### src/rtl/apb_arb_pkg.sv
// Shared types and default sizing for the APB round-robin arbiter.
package apb_arb_pkg;

    localparam int DEF_NREQ    = 4;
    localparam int DEF_AW      = 4;
    localparam int DEF_DW      = 8;
    localparam int DEF_TIMEOUT = 15;

    // Transfer phases of the APB master.
    typedef enum logic [1:0] {
        ST_IDLE   = 2'd0,
        ST_SETUP  = 2'd1,
        ST_ACCESS = 2'd2
    } arb_state_e;

endpackage

### src/rtl/apb_rr_picker.sv
// Combinational round-robin picker: searches upward from last_owner+1,
// wrapping, and returns the first requester found.
module apb_rr_picker #(
    parameter int NREQ = 4,
    parameter int IW   = 2
) (
    input  logic [NREQ-1:0] req,
    input  logic [IW-1:0]   last_owner,
    output logic [NREQ-1:0] grant,
    output logic [IW-1:0]   idx,
    output logic            valid
);

    int          cand;
    logic [IW-1:0] cand_idx;

    // Scan from the farthest offset down to the nearest so the nearest
    // requester after last_owner is the one left standing.
    always_comb begin
        grant    = '0;
        idx      = '0;
        valid    = 1'b0;
        cand     = 0;
        cand_idx = '0;
        for (int k = NREQ; k >= 1; k--) begin
            cand = int'(last_owner) + k;
            if (cand >= NREQ) begin
                cand = cand - NREQ;
            end
            cand_idx = IW'(cand);
            if (req[cand_idx]) begin
                grant           = '0;
                grant[cand_idx] = 1'b1;
                idx             = cand_idx;
                valid           = 1'b1;
            end
        end
    end

endmodule

### src/rtl/apb_rr_arbiter.sv
// APB master shared by NREQ requesters with round-robin arbitration,
// latched transfer attributes and a bounded wait for pready.
module apb_rr_arbiter
    import apb_arb_pkg::*;
#(
    parameter int NREQ    = DEF_NREQ,
    parameter int AW      = DEF_AW,
    parameter int DW      = DEF_DW,
    parameter int TIMEOUT = DEF_TIMEOUT
) (
    input  logic               clk,
    input  logic               rstn,
    input  logic [NREQ-1:0]    req,
    input  logic [NREQ-1:0]    req_wr,
    input  logic [NREQ*AW-1:0] req_addr,
    input  logic [NREQ*DW-1:0] req_wdata,
    output logic [NREQ-1:0]    gnt,
    output logic [NREQ-1:0]    done,
    output logic [DW-1:0]      rdata,
    output logic               err,
    output logic               psel,
    output logic               penable,
    output logic               pwrite,
    output logic [AW-1:0]      paddr,
    output logic [DW-1:0]      pwdata,
    input  logic [DW-1:0]      prdata,
    input  logic               pready,
    input  logic               pslverr
);

    localparam int IW = (NREQ > 1) ? $clog2(NREQ) : 1;
    localparam int CW = $clog2(TIMEOUT + 1);

    arb_state_e    state_reg, state_next;
    logic [IW-1:0] owner_reg;
    logic [IW-1:0] last_owner_reg;
    logic [CW-1:0] wait_cnt_reg;
    logic          pwrite_reg;
    logic [AW-1:0] paddr_reg;
    logic [DW-1:0] pwdata_reg;
    logic [DW-1:0] rdata_reg;
    logic          err_reg;

    logic [NREQ-1:0] pick_grant;
    logic [IW-1:0]   pick_idx;
    logic            pick_valid;
    logic            timeout_hit;

    logic [AW-1:0] addr_arr  [NREQ];
    logic [DW-1:0] wdata_arr [NREQ];

    generate
        for (genvar gi = 0; gi < NREQ; gi++) begin : g_unpack
            assign addr_arr[gi]  = req_addr[gi*AW +: AW];
            assign wdata_arr[gi] = req_wdata[gi*DW +: DW];
        end
    endgenerate

    apb_rr_picker #(
        .NREQ (NREQ),
        .IW   (IW)
    ) u_picker (
        .req        (req),
        .last_owner (last_owner_reg),
        .grant      (pick_grant),
        .idx        (pick_idx),
        .valid      (pick_valid)
    );

    assign pwrite = pwrite_reg;
    assign paddr  = paddr_reg;
    assign pwdata = pwdata_reg;
    assign rdata  = rdata_reg;
    assign err    = err_reg;

    // Next-state and APB/handshake outputs; the last allowed wait cycle
    // ends the transfer just like a pready would, but flagged as an error.
    always_comb begin
        state_next  = state_reg;
        psel        = 1'b0;
        penable     = 1'b0;
        gnt         = '0;
        done        = '0;
        timeout_hit = 1'b0;
        case (state_reg)
            ST_IDLE: begin
                if (pick_valid) begin
                    state_next = ST_SETUP;
                end
            end
            ST_SETUP: begin
                psel           = 1'b1;
                gnt[owner_reg] = 1'b1;
                state_next     = ST_ACCESS;
            end
            ST_ACCESS: begin
                psel           = 1'b1;
                penable        = 1'b1;
                gnt[owner_reg] = 1'b1;
                if (pready) begin
                    done[owner_reg] = 1'b1;
                    state_next      = ST_IDLE;
                end else if (wait_cnt_reg == CW'(TIMEOUT - 1)) begin
                    done[owner_reg] = 1'b1;
                    timeout_hit     = 1'b1;
                    state_next      = ST_IDLE;
                end
            end
            default: begin
                state_next = ST_IDLE;
            end
        endcase
    end

    // State register plus transfer latch, completion status and wait counter.
    always_ff @(posedge clk) begin
        if (!rstn) begin
            state_reg      <= ST_IDLE;
            owner_reg      <= '0;
            last_owner_reg <= IW'(NREQ - 1);
            wait_cnt_reg   <= '0;
            pwrite_reg     <= 1'b0;
            paddr_reg      <= '0;
            pwdata_reg     <= '0;
            rdata_reg      <= '0;
            err_reg        <= 1'b0;
        end else begin
            state_reg <= state_next;
            case (state_reg)
                ST_IDLE: begin
                    wait_cnt_reg <= '0;
                    if (pick_valid) begin
                        owner_reg  <= pick_idx;
                        pwrite_reg <= req_wr[pick_idx];
                        paddr_reg  <= addr_arr[pick_idx];
                        pwdata_reg <= wdata_arr[pick_idx];
                    end
                end
                ST_ACCESS: begin
                    if (pready) begin
                        if (!pwrite_reg) begin
                            rdata_reg <= prdata;
                        end
                        err_reg        <= pslverr;
                        last_owner_reg <= owner_reg;
                        wait_cnt_reg   <= '0;
                    end else if (timeout_hit) begin
                        err_reg        <= 1'b1;
                        last_owner_reg <= owner_reg;
                        wait_cnt_reg   <= '0;
                    end else begin
                        wait_cnt_reg <= wait_cnt_reg + CW'(1);
                    end
                end
                default: begin
                    wait_cnt_reg <= '0;
                end
            endcase
        end
    end

endmodule

### config.mk
export PLATFORM = sky130hd
export DESIGN_NAME = apb_rr_arbiter
export DESIGN_NICKNAME = d
export VERILOG_FILES = /design/src/rtl/apb_arb_pkg.sv /design/src/rtl/apb_rr_picker.sv /design/src/rtl/apb_rr_arbiter.sv
export SDC_FILE = /design/constraint.sdc
export NUM_CORES = 1
export LEC_CHECK = 0
export CORE_MARGIN = 2
export CORE_UTILIZATION = 40
export CTS_BUF_LIST = sky130_fd_sc_hd__clkbuf_4
export CTS_CLUSTER_DIAMETER = 40
export DETAILED_ROUTE_END_ITERATION = 7
export PLACE_DENSITY = 0.84
export SYNTH_ARGS = -nofsm -noshare
export SYNTH_HDL_FRONTEND = slang
export SYNTH_SLANG_ARGS = --single-unit
### constraint.sdc
create_clock -name clk -period 1.8 [get_ports clk]
set_input_delay 0.36 -clock clk [delete_from_list [all_inputs] [get_ports clk]]
set_output_delay 0.36 -clock clk [all_outputs]
set_load 0.005 [all_outputs]
# Word level (Yosys, flattened, before mapping)
# Cells that the tools add are included.
# totals
register_bits	32
input_bits	68
# op_classes
addsub	9
magnitude_cmp	12
n_eq_ne	5
mux	47
n_bitwise	4
n_reduce_logical	9
# ops
operator	count
$mux W2	13
$mux W4	6
$lt A2 B3 Y1 const B	6
$mux W1	17
$bmux W8 S2	1
$mux W8	2
$ge A3 B3 Y1 const B	4
$bmux W1 S2	5
$bmux W4 S2	1
$sub A2 B1 Y2 const B	4
$add A2 B2 Y3 const B	2
$pmux W2 S3	1
$reduce_and A2 Y1	3
$add A2 B3 Y4 const B	1
$add A4 B1 Y4 const B	1
$eq A4 B4 Y1 const B	1
$ge A4 B3 Y1 const B	1
$reduce_or A4 Y1	1
$add A2 B1 Y3 const B	1
$ne A3 B3 Y1 const B	1
$not A1 Y1	3
$not A2 Y3	1
$reduce_and A3 Y1	1
$demux W1 S2	1
other kinds (8)	8

# Logic depth before layout (Yosys ltp)
# Gate-level depths: netlist (run 1).
# logic_depth
ltp_word	13
mapped_depth	8
mapped_depth_nobuf	7

# Hierarchy
# Synthesis (run 1) repeated with hierarchy kept, for this count alone.
# unflattened
hier_cells	244
area_unflattened_um2	2239.6
# by_module_without_submodules
module	n_inst	cells_per_inst	area_each_um2
apb_rr_arbiter	1	164	1639.1
apb_rr_picker	1	80	600.6

# Worst setup path after synthesis (run 1)
# No wires, ideal clock.
# synth_path
path_type	reg-to-reg
from	register last_owner_reg[1]
to	register paddr_reg[0] (netlist: paddr[0])
setup_time_ns	0.127
arrival_ns	1.447
required_time_ns	1.673
slack_ns	0.226
stages_incl_launch_ff	9
path_buffers	3
cell_sequence	dfxtp_1 buf_4 mux2i_1 o22ai_1 a21oi_2 buf_6 buf_4 mux2i_1 o211ai_2
# synth_via
elab_chain_cells	13
# synth_rtl
element	line	rtl
start: declaration	apb_rr_arbiter.sv:36	logic [IW-1:0] last_owner_reg;
start signal: assignment	apb_rr_arbiter.sv:120	last_owner_reg <= IW'(NREQ - 1);
start signal: assignment	apb_rr_arbiter.sv:145	last_owner_reg <= owner_reg;
start signal: assignment	apb_rr_arbiter.sv:149	last_owner_reg <= owner_reg;
$add A2 B3 Y4	apb_rr_picker.sv:26	cand = int'(last_owner) + k;
$ge A4 B3 Y1 or $sub A2 B1 Y2 (tied branches)	apb_rr_picker.sv:27, apb_rr_picker.sv:28	
$mux W2	apb_rr_picker.sv:27	if (cand >= NREQ) begin
$bmux W1 S2	apb_rr_picker.sv:31	if (req[cand_idx]) begin
$mux W1 (not written as such)	apb_rr_picker.sv:31	
$mux W2 (4 in series)	apb_rr_picker.sv:31	
$not A2 Y3 (not written as such)	apb_rr_arbiter.sv:135	paddr_reg <= addr_arr[pick_idx];
$bmux W4 S2	apb_rr_arbiter.sv:135	
$mux W4 (not written as such) (2 in series)	apb_rr_arbiter.sv:135	
end signal: assignment	apb_rr_arbiter.sv:135	
end: declaration	apb_rr_arbiter.sv:39	logic [AW-1:0] paddr_reg;
# Parallel ways exist; a longest one is shown, timed or not. The select of a mux whose other input is x is not followed.
# A chain may end at the register's enable or synchronous reset.

# Final worst setup path (run 1)
# layout_path
from	input port pready
to	output port done[0]
# layout_via
elab_chain_cells	2
# layout_rtl
element	line	rtl
start: declaration	apb_rr_arbiter.sv:27	input logic pready,
$mux W4	apb_rr_arbiter.sv:100	if (pready) begin
$mux W4	apb_rr_arbiter.sv:85	case (state_reg)
end: declaration	apb_rr_arbiter.sv:18	output logic [NREQ-1:0] done,
# Every way passes these cells.

==> impl_results.md, run 1 <==
- Most common cell in the netlist: mux2i_1
- Hold Crit Class: reg2reg
- Synth cell count leaders: mux2i_1, dfxtp_1, nand2_1
- DR pass1 iterations: 5
- Post-route setup slack: -0.05778 ns
- Final setup violation count: 3
- H-tree level count: 2
- Synthesized Nets: 266
- Clk slew on worst S/H paths: roughly 0.090 ns
- Achievable Freq: 0.5383 GHz
- First DRT Iteration DRCs: 69
- DRT Wirelength: 5.756 mm
- Core Area: 4414 um^2
- Via-to-Cell Ratio: 5.142
- Critical path class: in2out
- Least-Margin Pin Slew: 0.4570 ns
- Hpwl dp: 4.209 mm
- Final Wtd Congestion: around 0.75
- Layout area overhead: 74.21%
- Largest net degree at the start of global routing: 16
- Synthesis-stage register bit count: 32
- Crit path DAT: 1.50 ns
- Ys Warns: 0
- Wirelength per Cell: around 16 um
- Hold_buf cts: 0
- Worst Setup Start Kind: input port
- RSZ-0062 raised after global routing: yes
- Synth unique cells: 41
- Relative slew margins: 0.6953
- Num CTS Buffers: 5
- Root Driver: clkbuf_4
- DIE AREA: 5193 um^2
- Peak VDD IR: roughly 0.00060 V
- CTS tree: yes
- Clock Skews: ~0.0086 ns
- Fin Setup TNS: -0.1201 ns
- Clk Latency, worst-skew pair: 0.34 ns
- Min Tclk post-route: ~1.9 ns
- First-pass GRT wire length: 8.811 mm
- Critical Path Fanout Max: 4
- Status: finished, violations left
- Fraction of layout instances using a drive strength above 1: 0.2611
- Synth top area share: 0.3457
- DRC viols: 0
- Post-route ant nets: 0
- Slew Viols, Final: 0
- Synth Flop Type: dfxtp_1
- CP required: between 1 and 1.5 ns
- Clock Path Buffers: 2
- Final Hold Viols: 0
- Cell count after synthesis: 193
- Ys async rst share: 0
- P_leak: 0.001436 uW
- Register area: 649.4 um^2
- Initial antenna violation count: 0
- Post-synth EDFFs: 0
- TritonCTS Sinks: 32
- Vias: 1882
- Top Ports: 100
- Chip Height: 72.06 um
- Area of the multi-input gates: roughly 1200 um^2
- R2R setup slack: 0.09 ns
- Pwr Total: between 1500 and 2000 uW
- Final nets: 386
- Max_cap viols: 0
- # rows: 24
- Vias in the first global route: ~1.8k
- Initial core utilization: 0.4198
- Synthesized area per cell: 9.601 um^2
- Failing checks: negative setup slack
- Mapped cell area: 1853 um^2
- Synth top area cells: dfxtp_1, mux2i_1, nor3b_1
- Fill count: roughly 330
- Fin crit share: 1.032
- PwrDens: 617.8 nW/um^2
- Grt total ovfl: 0
- Top cell type by total area after synthesis: dfxtp_1
- GR Util All Layers: 0.2172
- Port Buf Inserts: 99
- Sequential-to-total area share from yosys stat: 0.3457
- Critical path endpoint category: primary output
- DIE WIDTH: ~72 um
- ANT cells: 0
==> per-stage QoR <==
stage / setup slack [ns] / hold WS [ns] / utilization / instances / cell area, um^2
finish: -0.05778 / 0.4548 / 0.7313 / 366 / 3228
global route: -0.1154 / 0.5046 / 0.7313 / 366 / 3228
CTS: -0.03825 / 0.4582 / 0.7151 / 363 / 3157
detailed placement: -0.4254 / 0.4389 / 0.6806 / 351 / 3004
global placement: -0.3986 / 0.4367 / 0.6806 / 351 / 3004
floorplan: 0.2258 / 0.4297 / - / 193 / 1853
==> placed cells by master (no fill, tap or decap), types with 3 or more instances in the layout <==
| cell | instances |
|---|---|
| o221ai_1 | 3 |
| nand2_1 | 21 |
| dfxtp_1 | 27 |
| mux2i_1 | 35 |
| clkbuf_4 | 5 |
| nor3b_2 | 3 |
| o221ai_2 | 5 |
| dfxtp_2 | 4 |
| clkdlybuf4s50_1 | 87 |
| inv_1 | 5 |
| o211ai_2 | 6 |
| ha_4 | 3 |
| buf_4 | 23 |
| buf_2 | 6 |
| nor3b_1 | 10 |
| inv_2 | 3 |
| nor2_1 | 17 |
==> routing by layer <==
metal | GRT usage | vias to the layer above | routed length [um]
li1 | - | 932 | -
met1 | 0.2709 | 863 | 2422
met2 | 0.3517 | 79 | 2751
met3 | 0.08750 | 8 | 507
met4 | 0.05031 | 0 | 74
met5 | 0 | - | 0
==> critical path: stages <==
cell	delay, ns
clkdlybuf4s50_1	0.53
a31oi_4	0.04
nand2b_4	0.15
buf_6	0.12
nor3_2	0.15
buf_2	0.14
==> cell type report <==
type	instances	area share
Tap cell	52	0.02016
Sequential cell	32	0.2012
Timing Repair Buffer	126	0.3740
Inverter	9	0.01124
Clock buffer	5	0.01163
Multi-Input combinational cell	139	0.3775
Clock inverter	3	0.004264
==> where the power goes <==
group | total, uW | leakage (uW) | switching [uW] | internal [uW]
Combinational | 768 | 0.00114 | 297 | 471
Sequential | 834 | 0.000263 | 56.9 | 777
Clock | 392 | 0.0000324 | 249 | 143
==> worst paths after layout <==
path,depth (start not counted),endpoint,start
setup / recovery,6,done[0],pready
hold / removal,2,err,err
setup reg to reg,6,pwdata[5],last_owner_reg[1]
hold reg to reg,2,err,err
==> kinds of logic (layout without fill, tap and decap cells) <==
family | count (synthesis) | count (layout) | share of synthesized area
muxes | 38 | 38 | 0.2053
adders and majority gates | 5 | 5 | 0.03376
xor gates and xnor gates | 2 | 2 | 0.009455
and+or+nand+nor | 67 | 67 | 0.1904
DFF | 32 | 32 | 0.3457
buffers and inverters | 22 | 143 | 0.06549
AOI/OAI and AO/OA | 27 | 27 | 0.1499
==> timing repair <==
item	CTS	global route
setup endpoints to repair	10	21
pin swaps	5	4
buffers inserted	4	2
cloned	0	1
gates resized for setup	47	17
Power figures use the tool's default switching activity.
==> run 2: changes to the inputs <==
--- a/config.mk
+++ b/config.mk
@@ -6,11 +6,11 @@
 export NUM_CORES = 1
 export LEC_CHECK = 0
 export CORE_MARGIN = 2
-export CORE_UTILIZATION = 40
+export CORE_UTILIZATION = 30
 export CTS_BUF_LIST = sky130_fd_sc_hd__clkbuf_4
 export CTS_CLUSTER_DIAMETER = 40
 export DETAILED_ROUTE_END_ITERATION = 7
-export PLACE_DENSITY = 0.84
+export PLACE_DENSITY = 0.66
 export SYNTH_ARGS = -nofsm -noshare
 export SYNTH_HDL_FRONTEND = slang
 export SYNTH_SLANG_ARGS = --single-unit
==> run 2 against run 1 <==
  * The run still ends with negative setup slack left
  * Cell area up 2.9%
  * Register-to-register slack about the same
  * Die area up 31%
  * First-iteration DRC count up 41%
  * Highest routed layer unchanged
  * Largest power group unchanged
  * Total power up 8.9%
  * Flip-flop and latch count unchanged
  * Via count up 0.43%
  * Global-route usage down 5.6 points
  * Routed wire length up 0.87%
==> impl_results.md, run 2 (synthesis gave the netlist of run 1 again) <==
- PwrDens: 653.8 nW/um^2 (+5.8%)
- DR pass1 iterations: 4 (-1)
- Relative slew margins: 0.7208 (+0.02548)
- Final Wtd Congestion: 0.7809 (+3.8%)
- Vias in the first global route: 1780 (-3.5%)
- Critical path endpoint category: primary output
- Fin crit share: 1.038 (+0.005422)
- Cell Count, Final, Fillers Out: 395 (+7.9%)
- ANT cells: 0 (unchanged)
- GR Util All Layers: 0.1613 (-0.05586)
- Least-Margin Pin Slew: 0.4182 ns (-0.03879 ns)
- Fin Setup TNS: -0.2101 ns (-0.08999 ns)
- Post-route setup slack: -0.06754 ns (-0.009760 ns)
- Port Buf Inserts: 99 (unchanged)
- Post-route ant nets: 0 (unchanged)
- Hold_buf cts: 0 (unchanged)
- Core Area: 5956 um^2 (+35%)
- Clock Path Buffers: 2 (unchanged)
- Root Driver: clkbuf_4
- Clk slew on worst S/H paths: 0.11 ns (+0.02 ns)
- Via-to-Cell Ratio: 4.785 (-6.9%)
- Crit-path max cell delay: 0.35 ns (-0.18 ns)
- Final nets: 392 (+1.6%)
- Achievable Freq: 0.5355 GHz (-0.52%)
- Clock share of power: 0.246 (+0.049)
- Initial core utilization: 0.3111 (-0.1087)
- DIE WIDTH: 82.59 um (+15%)
- Clk Latency, worst-skew pair: 0.34 ns (about the same)
- First-pass GRT wire length: 8.424 mm (-4.4%)
- RSZ-0062 raised after global routing: yes
- DRC viols: 0 (unchanged)
- Crit path DAT: 1.51 ns (about the same)
- Max_cap viols: 0 (unchanged)
- Flop pwr share: 0.381 (-0.037)
- Most common cell after layout, fill and taps aside: clkdlybuf4s50_1
- Largest net degree at the start of global routing: 20 (+4)
- Min Tclk post-route: 1.868 ns (+0.009760 ns)
- Peak VDD IR: 0.0003951 V (-34%)
- Dpl cells: 378 (+7.7%)
- Critical Path Fanout Max: 3 (-1)
- DIE AREA: 6821 um^2 (+31%)
- Final Hold Viols: 0 (unchanged)
- Hold Crit Class: reg2reg
- P_leak: 0.001478 uW (+3.0%)
- Sw frac: 0.2842 (-0.01807)
- CP max stage cell: dfxtp_2
- CP required: 1.44 ns (about the same)
- Critical path class: reg2out
- Sw power: 617.5 uW (+2.4%)
- Chip Height: 82.59 um (+15%)
- Slew Viols, Final: 0 (unchanged)
- Final setup violation count: 6 (+3)
- Clock Skews: 0.01338 ns (+0.004767 ns)
- Commonest cells after routing, fill and taps aside: clkdlybuf4s50_1, mux2i_1, dfxtp_1
- Top cell by count, worst path: buf_6
- Hpwl dp: 4.077 mm (-3.1%)
- H-tree level count: 2 (unchanged)
- Top Ports: 100 (unchanged)
- Grt total ovfl: 0 (unchanged)
- Failing checks: negative setup slack
- Fin util: 0.5580 (-0.1733)
- Critical path cell sequence: buf_6, inv_4, ha_4, buf_6, nor3b_4, buf_2
- Status: finished, violations left
- TritonCTS Sinks: 32 (unchanged)
- # rows: 28 (+17%)
- Worst Setup Start Kind: flop
- Fill count: 555 (+67%)
- Vias: 1890 (+0.43%)
- Layout area overhead: 79.34%
- Internal power: 1555 uW (+12%)
- Num CTS Buffers: 5 (unchanged)
- DRT Wirelength: 5.806 mm (+0.87%)
- CTS tree: yes
- Wirelength per Cell: 14.70 um (-6.5%)
- Power share of the combinational group: 0.374 (-0.011)
- Fraction of layout instances using a drive strength above 1: 0.2875 (+0.02635)
- First DRT Iteration DRCs: 97 (+41%)
- Initial antenna violation count: 0 (unchanged)
-- run 2: changes by cell type in the layout (fill, tap and decap cells not counted), moves of 2 or more --
| cell | previous run | this run |
|---|---|---|
| buf_4 | 23 | 26 |
| nor3b_2 | 3 | 5 |
| mux2i_1 | 35 | 37 |
| buf_2 | 6 | 9 |
| buf_6 | 1 | 4 |
| clkinv_2 | 2 | 0 |
| nor3b_1 | 10 | 7 |
-- run 2: final timing paths --
kind               endpoint  slack, ns  depth (start not counted)         start
hold / removal          err       0.46                          2           err
setup reg to reg  pwdata[4]       0.09                          7  state_reg[1]
hold reg to reg         err       0.46                          2           err
setup / recovery     gnt[1]      -0.07                          6  state_reg[1]
-- run 2: per-layer routing --
metal	track usage	up-vias	wire [um]
met5	0	-	0
met4	0.05246	0	82
met3	0.05978	11	573
met2	0.2605	73	2651
met1	0.1984	864	2499
li1	-	942	-
-- run 2: power by group through the flow --
stage / registers [uW] / clock network, uW / logic, uW
final: 827 / 534 / 812
after CTS: 825 / 555 / 789
after global routing: 837 / 588 / 877
after global placement: 835 / 0 / 726
after detailed placement: 837 / 0 / 737
after floorplan: 833 / 0 / 319
-- run 2: through the flow --
stage	power, uW	setup slack [ns]	cell area, um^2	hold slack [ns]
floorplan	1152	0.2258	1853	0.4297
global placement	1562	-0.4007	3063	0.4308
detailed placement	1574	-0.4212	3063	0.4444
CTS	2169	-0.08328	3238	0.4602
global route	2303	-0.1405	3323	0.4910
finish	2173	-0.06754	3323	0.4619
-- run 2: final cells by class --
class	count	area [um^2]	area share
clock buffer	5	37.54	0.01130
sequential	32	646.9	0.1947
inverter	9	36.28	0.01092
multi-input combinational	140	1241	0.3735
tap	75	93.84	0.02824
clock inverter	3	37.54	0.01130
timing repair buffer	131	1230	0.3701
-- run 2: critical path: cells and delay by family (launching register included) --
kind / cells / cell delay, ns
buffers and inverters: 4 / 0.37
flip-flops: 1 / 0.35
adder cells (fa/ha/maj): 1 / 0.26
AND/OR/NAND/NOR: 1 / 0.18
-- run 2: what timing repair did --
| item | in CTS | in global routing |
|---|---|---|
| setup endpoints to repair | 14 | 25 |
| buffers inserted | 7 | 1 |
| gates resized for setup | 62 | 15 |
| endpoints found under the hold margin | 0 | 0 |
| gates cloned | 0 | 1 |
| pin swaps | 3 | 5 |
